### config.mk
export PLATFORM = sky130hd
export DESIGN_NAME = deser_frame_unit
export DESIGN_NICKNAME = d
export VERILOG_FILES = /design/src/rtl/deser_frame_unit.sv
export SDC_FILE = /design/constraint.sdc
export NUM_CORES = 1
export LEC_CHECK = 0
export ABC_AREA = 1
export BUFFER_PORTS_ARGS = -buffer_cell sky130_fd_sc_hd__buf_2
export CAP_MARGIN = 30
export CELL_PAD_IN_SITES_DETAIL_PLACEMENT = 1
export CELL_PAD_IN_SITES_GLOBAL_PLACEMENT = 1
export CORE_MARGIN = 2
export CORE_UTILIZATION = 36
export CTS_BUF_LIST = sky130_fd_sc_hd__clkbuf_16
export DETAILED_ROUTE_END_ITERATION = 10
export PLACE_DENSITY = 0.86
export SETUP_SLACK_MARGIN = 0.5
export SLEW_MARGIN = 25
export SYNTH_ARGS = -nofsm -noshare
export SYNTH_HDL_FRONTEND = slang
export SYNTH_SLANG_ARGS = --single-unit
### constraint.sdc
create_clock -name clk -period 1.73 [get_ports clk]
set_clock_uncertainty 0.1 [all_clocks]
set_input_delay 0.2595 -clock clk [delete_from_list [all_inputs] [get_ports clk]]
set_output_delay 0.2595 -clock clk [all_outputs]
set_load 0.01 [all_outputs]
### src/rtl/deser_frame_unit.sv
// ============================================================================
// deser_frame_unit : run-time configurable UART RX frame deserializer
// Optional parity output built when DESER_PARITY_EN is defined.  Rev 1.0
// ============================================================================
`default_nettype none

module deser_frame_unit #(
  parameter int DW = 8,
  parameter int LW = 4
) (
  input  logic          clk,
  input  logic          RST,
  input  logic          frame_start,
  input  logic [LW-1:0] data_len,
  input  logic          msb_first,
  input  logic          deser_en,
  input  logic          sampled_bit,
`ifdef DESER_PARITY_EN
  input  logic          par_odd,
  output logic          par_bit,
`endif
  output logic [DW-1:0] p_data,
  output logic          p_valid,
  output logic          busy,
  output logic          frame_abort,
  output logic [LW-1:0] bit_cnt
);

  localparam logic [LW-1:0] C_DW_LEN = LW'(DW);

  typedef enum logic [0:0] {
    IDLE  = 1'b0,
    SHIFT = 1'b1
  } state_t;

  state_t        state_q;
  logic [LW-1:0] len_q;
  logic [LW-1:0] cnt_q;
  logic          msb_q;
  logic [DW-1:0] shreg_q;
  logic [DW-1:0] p_data_q;
  logic          p_valid_q;
  logic          abort_q;

  logic [LW-1:0] len_d;
  logic [DW-1:0] shreg_d;
  logic [DW-1:0] word_d;
  logic          last_bit;

  // Zero and oversize lengths both collapse to a full-width frame.
  assign len_d = ((data_len == '0) || (data_len > C_DW_LEN)) ? C_DW_LEN : data_len;

  assign shreg_d = msb_q ? {shreg_q[DW-2:0], sampled_bit}
                         : (shreg_q | (DW'(sampled_bit) << cnt_q));

  assign word_d   = shreg_d & ({DW{1'b1}} >> (C_DW_LEN - len_q));
  assign last_bit = (state_q == SHIFT) && deser_en && (cnt_q == (len_q - 1'b1));

  always_ff @(posedge clk or negedge RST) begin
    if (!RST) begin
      state_q   <= IDLE;
      len_q     <= C_DW_LEN;
      cnt_q     <= '0;
      msb_q     <= 1'b0;
      shreg_q   <= '0;
      p_data_q  <= '0;
      p_valid_q <= 1'b0;
      abort_q   <= 1'b0;
    end else begin
      p_valid_q <= 1'b0;
      abort_q   <= 1'b0;
      // A new frame request wins over any coincident data strobe.
      if (frame_start) begin
        abort_q <= (state_q == SHIFT);
        state_q <= SHIFT;
        len_q   <= len_d;
        msb_q   <= msb_first;
        shreg_q <= '0;
        cnt_q   <= '0;
      end else if (last_bit) begin
        p_data_q  <= word_d;
        p_valid_q <= 1'b1;
        state_q   <= IDLE;
        shreg_q   <= '0;
        cnt_q     <= '0;
      end else if ((state_q == SHIFT) && deser_en) begin
        shreg_q <= shreg_d;
        cnt_q   <= cnt_q + 1'b1;
      end
    end
  end

`ifdef DESER_PARITY_EN
  logic par_odd_q;
  logic par_bit_q;

  always_ff @(posedge clk or negedge RST) begin
    if (!RST) begin
      par_odd_q <= 1'b0;
      par_bit_q <= 1'b0;
    end else if (frame_start) begin
      par_odd_q <= par_odd;
    end else if (last_bit) begin
      par_bit_q <= (^word_d) ^ par_odd_q;
    end
  end

  assign par_bit = par_bit_q;
`endif

  assign p_data      = p_data_q;
  assign p_valid     = p_valid_q;
  assign busy        = (state_q == SHIFT);
  assign frame_abort = abort_q;
  assign bit_cnt     = cnt_q;

endmodule

`default_nettype wire

=== Yosys cells after proc, flatten, opt, wreduce, memory -nomap -nowiden ===
Cells that the tools add are included.
Widths: inputs -> output; s select.

* Shift-type cells: 2
* Add/subtract/negate cells: 3
* Bitwise gates (word level): 3
* Equality and inequality tests: 1
* Muxes and demuxes: 13
* Reductions and logical operators: 7
* Order comparisons: 1

{| class="wikitable"
|+ Operators by type and width
! cell !! number
|-
| $mux 8 || 4
|-
| $mux 4 || 4
|-
| $and 8x8->8 || 1
|-
| $or 8x8->8 || 1
|-
| $shl 1x4->8 || 1
|-
| $shr 8x4->8 const A || 1
|-
| $mux 1 || 5
|-
| $add 4x1->4 const B || 1
|-
| $eq 4x4->1 || 1
|-
| $gt 4x4->1 const B || 1
|-
| $logic_not 4->1 || 1
|-
| $sub 4x1->4 const B || 1
|-
| $sub 4x4->4 const A || 1
|-
| $reduce_bool 3->1 || 1
|-
| $logic_and 1x1->1 || 2
|-
| $reduce_and 2->1 || 1
|-
| $reduce_bool 2->1 || 1
|-
| $logic_or 1x1->1 || 1
|-
| $not 1->1 || 1
|}

* Register bits: 28

=== Depth between registers and ports, before layout ===
Gate-level depths: netlist of run 1.

* Depth after elaboration: 6
* Depth in mapped cells: 11

=== Worst setup path before layout of run 1 ===
Ideal clock, no wire load.

* Path kind: register to register
* Start point: reg len_q[0]
* End point: reg shreg_q[2]
* Clock period less this slack: 1.712 ns
* Data arrival time: 1.496 ns
* Setup time: 0.116 ns
* Stages on the path, launching flop included: 11
* Slack: 0.018 ns
* Cell sequence: dfrtp_1 -> inv_2 -> ha_1 -> nor2_1 -> nor2_1 -> nand3_1 -> nor2_1 -> nand2_2 -> nand2_2 -> buf_6 -> nor2_1

* Cells in the longest elaborated chain, start to end: 5
* Elaborated cells between the ends (all ways): 6
* Those cells by class: 1 x add/sub; 1 x eq/ne; 2 x mux; 2 x reduce/logical

{| class="wikitable"
|+ RTL lines
! item !! RTL line !! source
|-
| start, declared || 37 || <nowiki>logic [LW-1:0] len_q;</nowiki>
|-
| start signal, assigned || 76 || <nowiki>len_q <= len_d;</nowiki>
|-
| $sub 4x1->4 * || 57 || <nowiki>assign last_bit = (state_q == SHIFT) && deser_en && (cnt_q == (len_q - 1'b1));</nowiki>
|-
| $eq 4x4->1 * || 57 ||
|-
| $logic_and 1x1->1 * || 57 ||
|-
| $mux 8 || 80 || <nowiki>end else if (last_bit) begin</nowiki>
|-
| $mux 8 || 73 || <nowiki>if (frame_start) begin</nowiki>
|-
| end signal, assigned || 87 || <nowiki>shreg_q <= shreg_d;</nowiki>
|-
| end, declared || 40 || <nowiki>logic [DW-1:0] shreg_q;</nowiki>
|}

Mark *: on every way between the ends. The rest lies on a longest branch, timed or not.
A chain may end at the register's enable or synchronous reset.

=== Final worst setup path of run 1 ===
* Start point: reg state_q, in the netlist busy
* End point: reg shreg_q[4]

* Cells in the longest elaborated chain, start to end: 4
* Elaborated cells between the ends (all ways): 5
* Those cells by class: 2 x mux; 3 x reduce/logical

{| class="wikitable"
|+ RTL lines
! item !! RTL line !! source
|-
| start, declared || 36 || <nowiki>state_t state_q;</nowiki>
|-
| start signal, assigned || 61 || <nowiki>state_q <= IDLE;</nowiki>
|-
| start signal, assigned || 75 || <nowiki>state_q <= SHIFT;</nowiki>
|-
| start signal, assigned || 83 || <nowiki>state_q <= IDLE;</nowiki>
|-
| $logic_and 1x1->1 * || 57, 86 ||
|-
| $logic_and 1x1->1 || 57 ||
|-
| $mux 8 || 80 ||
|-
| $mux 8 || 73 ||
|}

Marked as above.

==> impl_metrics.tcl, run 1 <==
set metrics [dict create \
    htreeDepth 1 \
    grt_util_met1_pct 27.09 \
    final_layout_size_suffix_gt1_share_pct 33.22 \
    status "finished, violations left" \
    power_density_nw_per_um2 862.6 \
    ios 25 \
    max_clock_freq_mhz 545.4 \
    drc 0 \
    antennaDiodeCount 0 \
    placed_cells 324 \
    p_sw_uw 650.2 \
    start_kind "register" \
    vdd.ir_drop.worst_mv 0.5055 \
    stdcell_area_sq_um 2392 \
    worstPathArrival_ns 1.89 \
    synthXorXnorAreaFrac_pct 1.529 \
    worstSetupPathType "reg2reg" \
    hold_path_end "msb_q$_DFFE_PN0P_" \
    synth_cell_types 23 \
    clk_pin_slew_ns 0.08 \
    violations "setup timing" \
    start_util_pct 36.86 \
    crit_required_ns 1.79 \
    swShare_pct 31.51 \
    synth-compound-area-share_pct 6.992 \
    cts_tree "done" \
    min_path_type "in2reg" \
    reg2reg_slack_ns -0.10 \
    hold_path_depth 3 \
    dp_hpwl_um 3528 \
    yosys.area_share.adder_pct 4.370 \
    die_area_sq_um 5341 \
    ant_nets 0 \
    grtUsageMet2_pct 40.74 \
    p_leak_nw 1.202 \
    maxCapViolCount 0 \
    synth-simple-area-share_pct 37.00 \
    yosys-mux-area-fraction_pct 0 \
    antenna_found_initial 0 \
    cts_inserted_buffers 3 \
    tightest_slew_ns 0.4317 \
    synth_cells 242 \
    grt_overflow 0 \
    synth_area_sq_um 1718 \
    hp-start "msb_first" \
    synth-seq-cells 28 \
    finalWorstSetupSlack_ns -0.1036 \
    power.internal_mw 1.413 \
    coreArea_sq_um 4661 \
    tns_ns -1.481 \
    drt_pass1_iterations 4 \
    clockBufferDepth 2 \
    drt_iter0_drc 87 \
    worstSetupEndpointType "register" \
    via_per_inst 4.997 \
    post-route-min-period_ns 1.834 \
    rr_startpoint "busy$_DFFE_PN0P_" \
    nNetsFinal 306 \
    post-route-period-util_pct 106.0 \
    postPlaceCellArea_sq_um 1981 \
    num_vias 1714 \
    hold_viol 0 \
    synth_top_cell_area_share_pct 39.33 \
    num_rows 25 \
    cp_max_fo 6 \
    dieHeight_um 73.08 \
    gp_congestion 0.7672 \
    reg2reg_to "shreg_q[4]$_DFFE_PN0P_" \
    grt-busiest-layer "met2" \
    cts_root_buf "clkbuf_16" \
    wirelength_um 5660 \
    clk_latency_ns 0.27 \
    die_w_um 73.08 \
    p_comb_share_pct 29.5 \
    synth_top_family_by_area "simple AND/OR/NAND/NOR gates" \
    fin_cells 343 \
    synth_area_leaders "dfrtp_1 39%, nand2_1 14%, nor2_1 9.2%" \
    post_drt_wl_per_cell_um 16.50 \
    clock_sinks 28 \
    rr_worst_depth 8 \
    gr-usage-met3_pct 1.657 \
    yosysWarnings 0 \
    area_delta_synth_final_pct 39.26 \
    grt_usage_pct 22.01 \
    grt_max_degree 29 \
    seqPwrFrac_pct 36.6 \
    slew_headroom_pct 70.92 \
    ys_seq_area_share_pct 40.86 \
    grt_pass1_vias 1807 \
    setup_viol 21 \
    grt_pass1_wl_um 8963 \
    rsz0062_at_grt "yes" \
    p_clk_share_pct 33.9 \
    slew_viol_final 0 \
    synth.avg_cell_area_sq_um 7.099 \
    yosys.area.top_type "dfrtp_1" \
    port_buffers 24 \
    synth_nets 258 \
]
==> timing repair <==
item | CTS | global route
endpoints found under the hold margin | 27 | 0
pin swaps | 12 | 8
buffers inserted | 8 | 4
setup endpoints to repair | 27 | 35
hold buffers | 1 | 0
cloned | 1 | 1
resized for setup | 18 | 24
==> cell usage after synthesis <==
cell type and n:
nand2_1 63, nor2_1 42, inv_1 31, dfrtp_1 27
nand3_1 24, o21ai_0 17, ha_1 6, nand2_2 6
nand3_2 3, o22ai_1 3, xor2_1 3, a21oi_1 2
buf_6 2, clkbuf_1 2, inv_2 2, nor2_4 2
a31oi_1 1, buf_2 1, dfstp_2 1, nand2_4 1
nand3b_1 1, nor2_2 1, or2_2 1
==> worst max-delay path, stage by stage (launching register included) <==
cell       delay (ns)
dfrtp_1          0.41
nand2_1          0.18
a21oi_1          0.29
nand3_2          0.16
nor2_4           0.18
nand2_2          0.10
nand2_4          0.10
clkbuf_16        0.15
nor2_1           0.04
==> per-layer routing <==
| layer | up-vias | wire (um) | part of all wire [%] |
|---|---|---|---|
| met5 | - | 0 | 0 |
| met4 | 0 | 167 | 3.0 |
| met3 | 10 | 93 | 1.6 |
| met2 | 29 | 2997 | 53 |
| met1 | 826 | 2401 | 42 |
| li1 | 849 | - | - |
==> worst max-delay path by stage <==
stage,endpoint,depth (start not counted),startpoint,slack (ns)
final,shreg_q[4]$_DFFE_PN0P_,8,busy$_DFFE_PN0P_,-0.10
after global routing,bit_cnt[1]$_DFFE_PN0P_,10,len_q[0]$_DFFE_PN0P_,-0.15
after CTS,p_data[7]$_DFFE_PN0P_,10,len_q[0]$_DFFE_PN0P_,-0.02
after detailed placement,p_data[2]$_DFFE_PN0P_,9,len_q[0]$_DFFE_PN0P_,-0.02
after global placement,p_data[5]$_DFFE_PN0P_,9,len_q[0]$_DFFE_PN0P_,0.07
after floorplan,shreg_q[2]$_DFFE_PN0P_,10,len_q[0]$_DFFE_PN0P_,0.1
==> registers in the layout, summed over array words and instances, names as in the netlist <==
signal and flops:
bit_cnt 4, p_data 8, busy 1, len_q 4
frame_abort 1, msb_q 1, shreg_q 8, p_valid 1
==> metrics by stage <==
stage / utilization [%] / hold slack, ns / worst slack (ns) / power, mW
after floorplan: - / -0.1361 / 0.09718 / 1.076
after global placement: 42.50 / 0.2177 / 0.06584 / 1.221
after detailed placement: 42.50 / 0.2397 / -0.02401 / 1.245
after CTS: 48.16 / 0.1159 / -0.01769 / 2.011
after global routing: 51.33 / 0.1383 / -0.1502 / 2.178
final: 51.33 / 0.1167 / -0.1036 / 2.064
==> placed cells by master, fill, tap and decap left out, drive strengths merged <==
master	instances
nand2	70
nor2	45
buf	44
inv	32
nand3	28
dfrtp	27
o21ai	17
ha	6
clkbuf	5
o22ai	3
xor2	3
a21oi	2
clkinvlp	1
a31oi	1
or2	1
nand3b	1
bufinv	1
dlygate4sd3	1
dfstp	1
==> cells by family after synthesis <==
group	Yosys count
compound gates	23
xor+xnor	3
fa+ha+maj	6
buf+inv	38
flops	28
simple gates	144
==> power by group through the flow <==
stage	Clock [mW]	Sequential, mW	Combinational (mW)
final	0.700	0.755	0.609
after global routing	0.743	0.760	0.676
after CTS	0.712	0.752	0.547
after detailed placement	0	0.767	0.477
after global placement	0	0.764	0.457
after floorplan	0	0.773	0.303
==> cell type report <==
| type | instances | area [sq um] |
|---|---|---|
| well taps | 54 | 67.56 |
| inverters | 33 | 130.1 |
| flip-flops and latches | 28 | 706.9 |
| multi-input cells | 177 | 999.7 |
| clock inverters | 1 | 30.03 |
| clock buffers | 3 | 75.07 |
| repair buffers | 47 | 382.9 |
| fillers | 592 | 2268 |
No activity file was read; power rests on OpenSTA's default activity.
==> run 2, diff against run 1 <==
--- a/config.mk
+++ b/config.mk
@@ -11,10 +11,11 @@
 export CELL_PAD_IN_SITES_DETAIL_PLACEMENT = 1
 export CELL_PAD_IN_SITES_GLOBAL_PLACEMENT = 1
 export CORE_MARGIN = 2
-export CORE_UTILIZATION = 36
-export CTS_BUF_LIST = sky130_fd_sc_hd__clkbuf_16
+export CORE_UTILIZATION = 31
+export CTS_BUF_LIST = sky130_fd_sc_hd__clkbuf_8 sky130_fd_sc_hd__clkbuf_16
 export DETAILED_ROUTE_END_ITERATION = 10
-export PLACE_DENSITY = 0.86
+export PLACE_DENSITY = 0.77
+export RECOVER_POWER = 25
 export SETUP_SLACK_MARGIN = 0.5
 export SLEW_MARGIN = 25
 export SYNTH_ARGS = -nofsm -noshare
==> run 2 against run 1 <==
Effect of this change:
- the flow now finishes without violations
- non-clock buffer count is the same
- sequential power is essentially flat
- cell area shrank 5.4%
- sequential share of layout area grew 1.8 points
- maximum frequency grew 8.2%
- core utilization shrank 9.7 points
- via count shrank 2.2%
- worst hold slack lost 0.021 ns
- worst setup slack gained 0.14 ns
- clock power shrank 25%
- critical endpoint is now busy$_DFFE_PN0P_
- highest routed layer unchanged
==> impl_metrics.tcl, run 2 (synthesis gave the netlist of run 1 again) <==
set metrics [dict create \
    status "completed" \
    stdcell_area_sq_um 2262 \
    setup_viol 0 \
    grt_overflow 0 \
    final_core_util_pct 41.59 \
    worstSetupPathType "reg2reg" \
    p_total_mw 1.831 \
    drc 0 \
    start_kind "register" \
    ios 25 \
    ant_nets 0 \
    cp_slowest_cell "dfrtp_1" \
    slew_headroom_pct 51.32 \
    die_w_um 78.44 \
    die_area_sq_um 6153 \
    clk_latency_ns 0.28 \
    cts_inserted_buffers 3 \
    worstPathArrival_ns 1.76 \
    port_buffers 24 \
    maxCapViolCount 0 \
    num_rows 27 \
    via_per_inst 4.656 \
    p_leak_nw 1.179 \
    worst_hold_slack_ns 0.09610 \
    slew_viol_final 0 \
    vdd.ir_drop.worst_mv 0.3676 \
    drt_pass1_iterations 4 \
    post-route-period-util_pct 97.97 \
    postPlaceCellArea_sq_um 1998 \
    antenna_found_initial 0 \
    worstSetupEndpointType "register" \
    post_drt_wl_per_cell_um 13.76 \
    hold_viol 0 \
    area_delta_synth_final_pct 31.68 \
    crit_required_ns 1.79 \
    final_cell_mix "61 x nand2_1, 36 x nor2_1, 28 x inv_1, 24 x nand3_1, 22 x dfrtp_1" \
    max_clock_freq_mhz 590.0 \
    cts_root_buf "clkbuf_8" \
    min_path_type "in2reg" \
    grt_pass1_vias 1766 \
    wirelength_um 4953 \
    drt_iter0_drc 55 \
    grt_max_degree 29 \
    path_cells "inv_4 > ha_4 > nor2_4 > nor2_2 > nand3_1 > nor2_4 > nand2_4 > buf_6 > nand2_2 > nand2_1" \
    clock_sinks 28 \
    htreeDepth 1 \
    antennaDiodeCount 0 \
    post-route-min-period_ns 1.695 \
    dieHeight_um 78.44 \
    gp_congestion 0.7942 \
    rsz0062_at_grt "yes" \
    clk_pin_slew_ns 0.10 \
    mostFrequentLayoutCell "nand2_1" \
    tightest_slew_ns 0.7302 \
    start_util_pct 31.59 \
    grt_usage_pct 17.26 \
    grt_pass1_wl_um 8404 \
    final_layout_size_suffix_gt1_share_pct 29.51 \
    cts_tree "done" \
    reg2reg_slack_ns 0.04 \
    coreArea_sq_um 5439 \
    power_density_nw_per_um2 809.2 \
    nNetsFinal 305 \
    dp_hpwl_um 3444 \
    cp_max_fo 4 \
    clockBufferDepth 2 \
    crit_path_frequent_cell "nor2_4" \
    num_vias 1676 \
    cpPeakStageDelay_ns 0.41 \
]
[run 2: cell count changes in the layout (fill, tap and decap cells not counted), moves of 3 or more]
cell,previous run,this run
nor2_4,9,4
nand2_2,9,6
nand3_1,21,24
clkbuf_16,4,0
nor2_1,31,36
buf_4,16,20
clkbuf_8,0,3
nand3_2,5,2
[run 2: layout make-up]
| class | instances | area [sq um] |
|---|---|---|
| well taps | 72 | 90.09 |
| inverters | 33 | 126.4 |
| clock buffers | 3 | 41.29 |
| flip-flops and latches | 28 | 708.2 |
| fillers | 709 | 3177 |
| repair buffers | 47 | 327.8 |
| clock inverters | 1 | 30.03 |
| multi-input cells | 176 | 938.4 |
[run 2: stage by stage]
step,TNS [ns],std cells,setup WS (ns)
after floorplan,0,242,0.09718
after global placement,0,343,0.05262
after detailed placement,0,343,0.009570
after CTS,0,352,0.01412
after global routing,-0.6447,360,-0.09413
final,0,360,0.03510
[run 2: critical path, delay by kind of cell (launching register included)]
family | cells | cell delay [ns]
adders and majority gates | 1 | 0.29
buffers and inverters | 2 | 0.19
DFF | 1 | 0.41
and+or+nand+nor | 7 | 0.56
[run 2: final timing paths]
| path | from | endpoint | cells after the start |
|---|---|---|---|
| worst max-delay path | len_q[0]$_DFFE_PN0P_ | busy$_DFFE_PN0P_ | 10 |
| worst min-delay path | msb_first | msb_q$_DFFE_PN0P_ | 3 |
| worst max register to register | len_q[0]$_DFFE_PN0P_ | busy$_DFFE_PN0P_ | 10 |
| worst min register to register | p_data[1]$_DFFE_PN0P_ | p_data[1]$_DFFE_PN0P_ | 2 |
| max in group asynchronous | RST | bit_cnt[3]$_DFFE_PN0P_ | 2 |
| min in group asynchronous | RST | len_q[0]$_DFFE_PN0P_ | 2 |
[run 2: power by group]
part	internal (mW)	leakage, nW	total [mW]	switching [mW]
logic	0.224	0.780	0.549	0.325
clock network	0.310	0.0357	0.526	0.216
registers	0.709	0.363	0.755	0.0456
[run 2: layer usage]
layer | track usage (%) | part of all wire [%] | up-vias
met5 | 0 | 0 | -
met4 | 2.632 | 0.79 | 0
met3 | 3.103 | 4.0 | 6
met2 | 30.78 | 51 | 27
met1 | 22.21 | 45 | 798
li1 | - | - | 845
[run 2: repair_timing]
| action | CTS | global route |
|---|---|---|
| setup buffers | 4 | 8 |
| setup endpoints to repair | 27 | 29 |
| endpoints found under the hold margin | 27 | 0 |
| pin swaps | 2 | 2 |
| hold buffers | 1 | 0 |
| gates resized for setup | 8 | 18 |
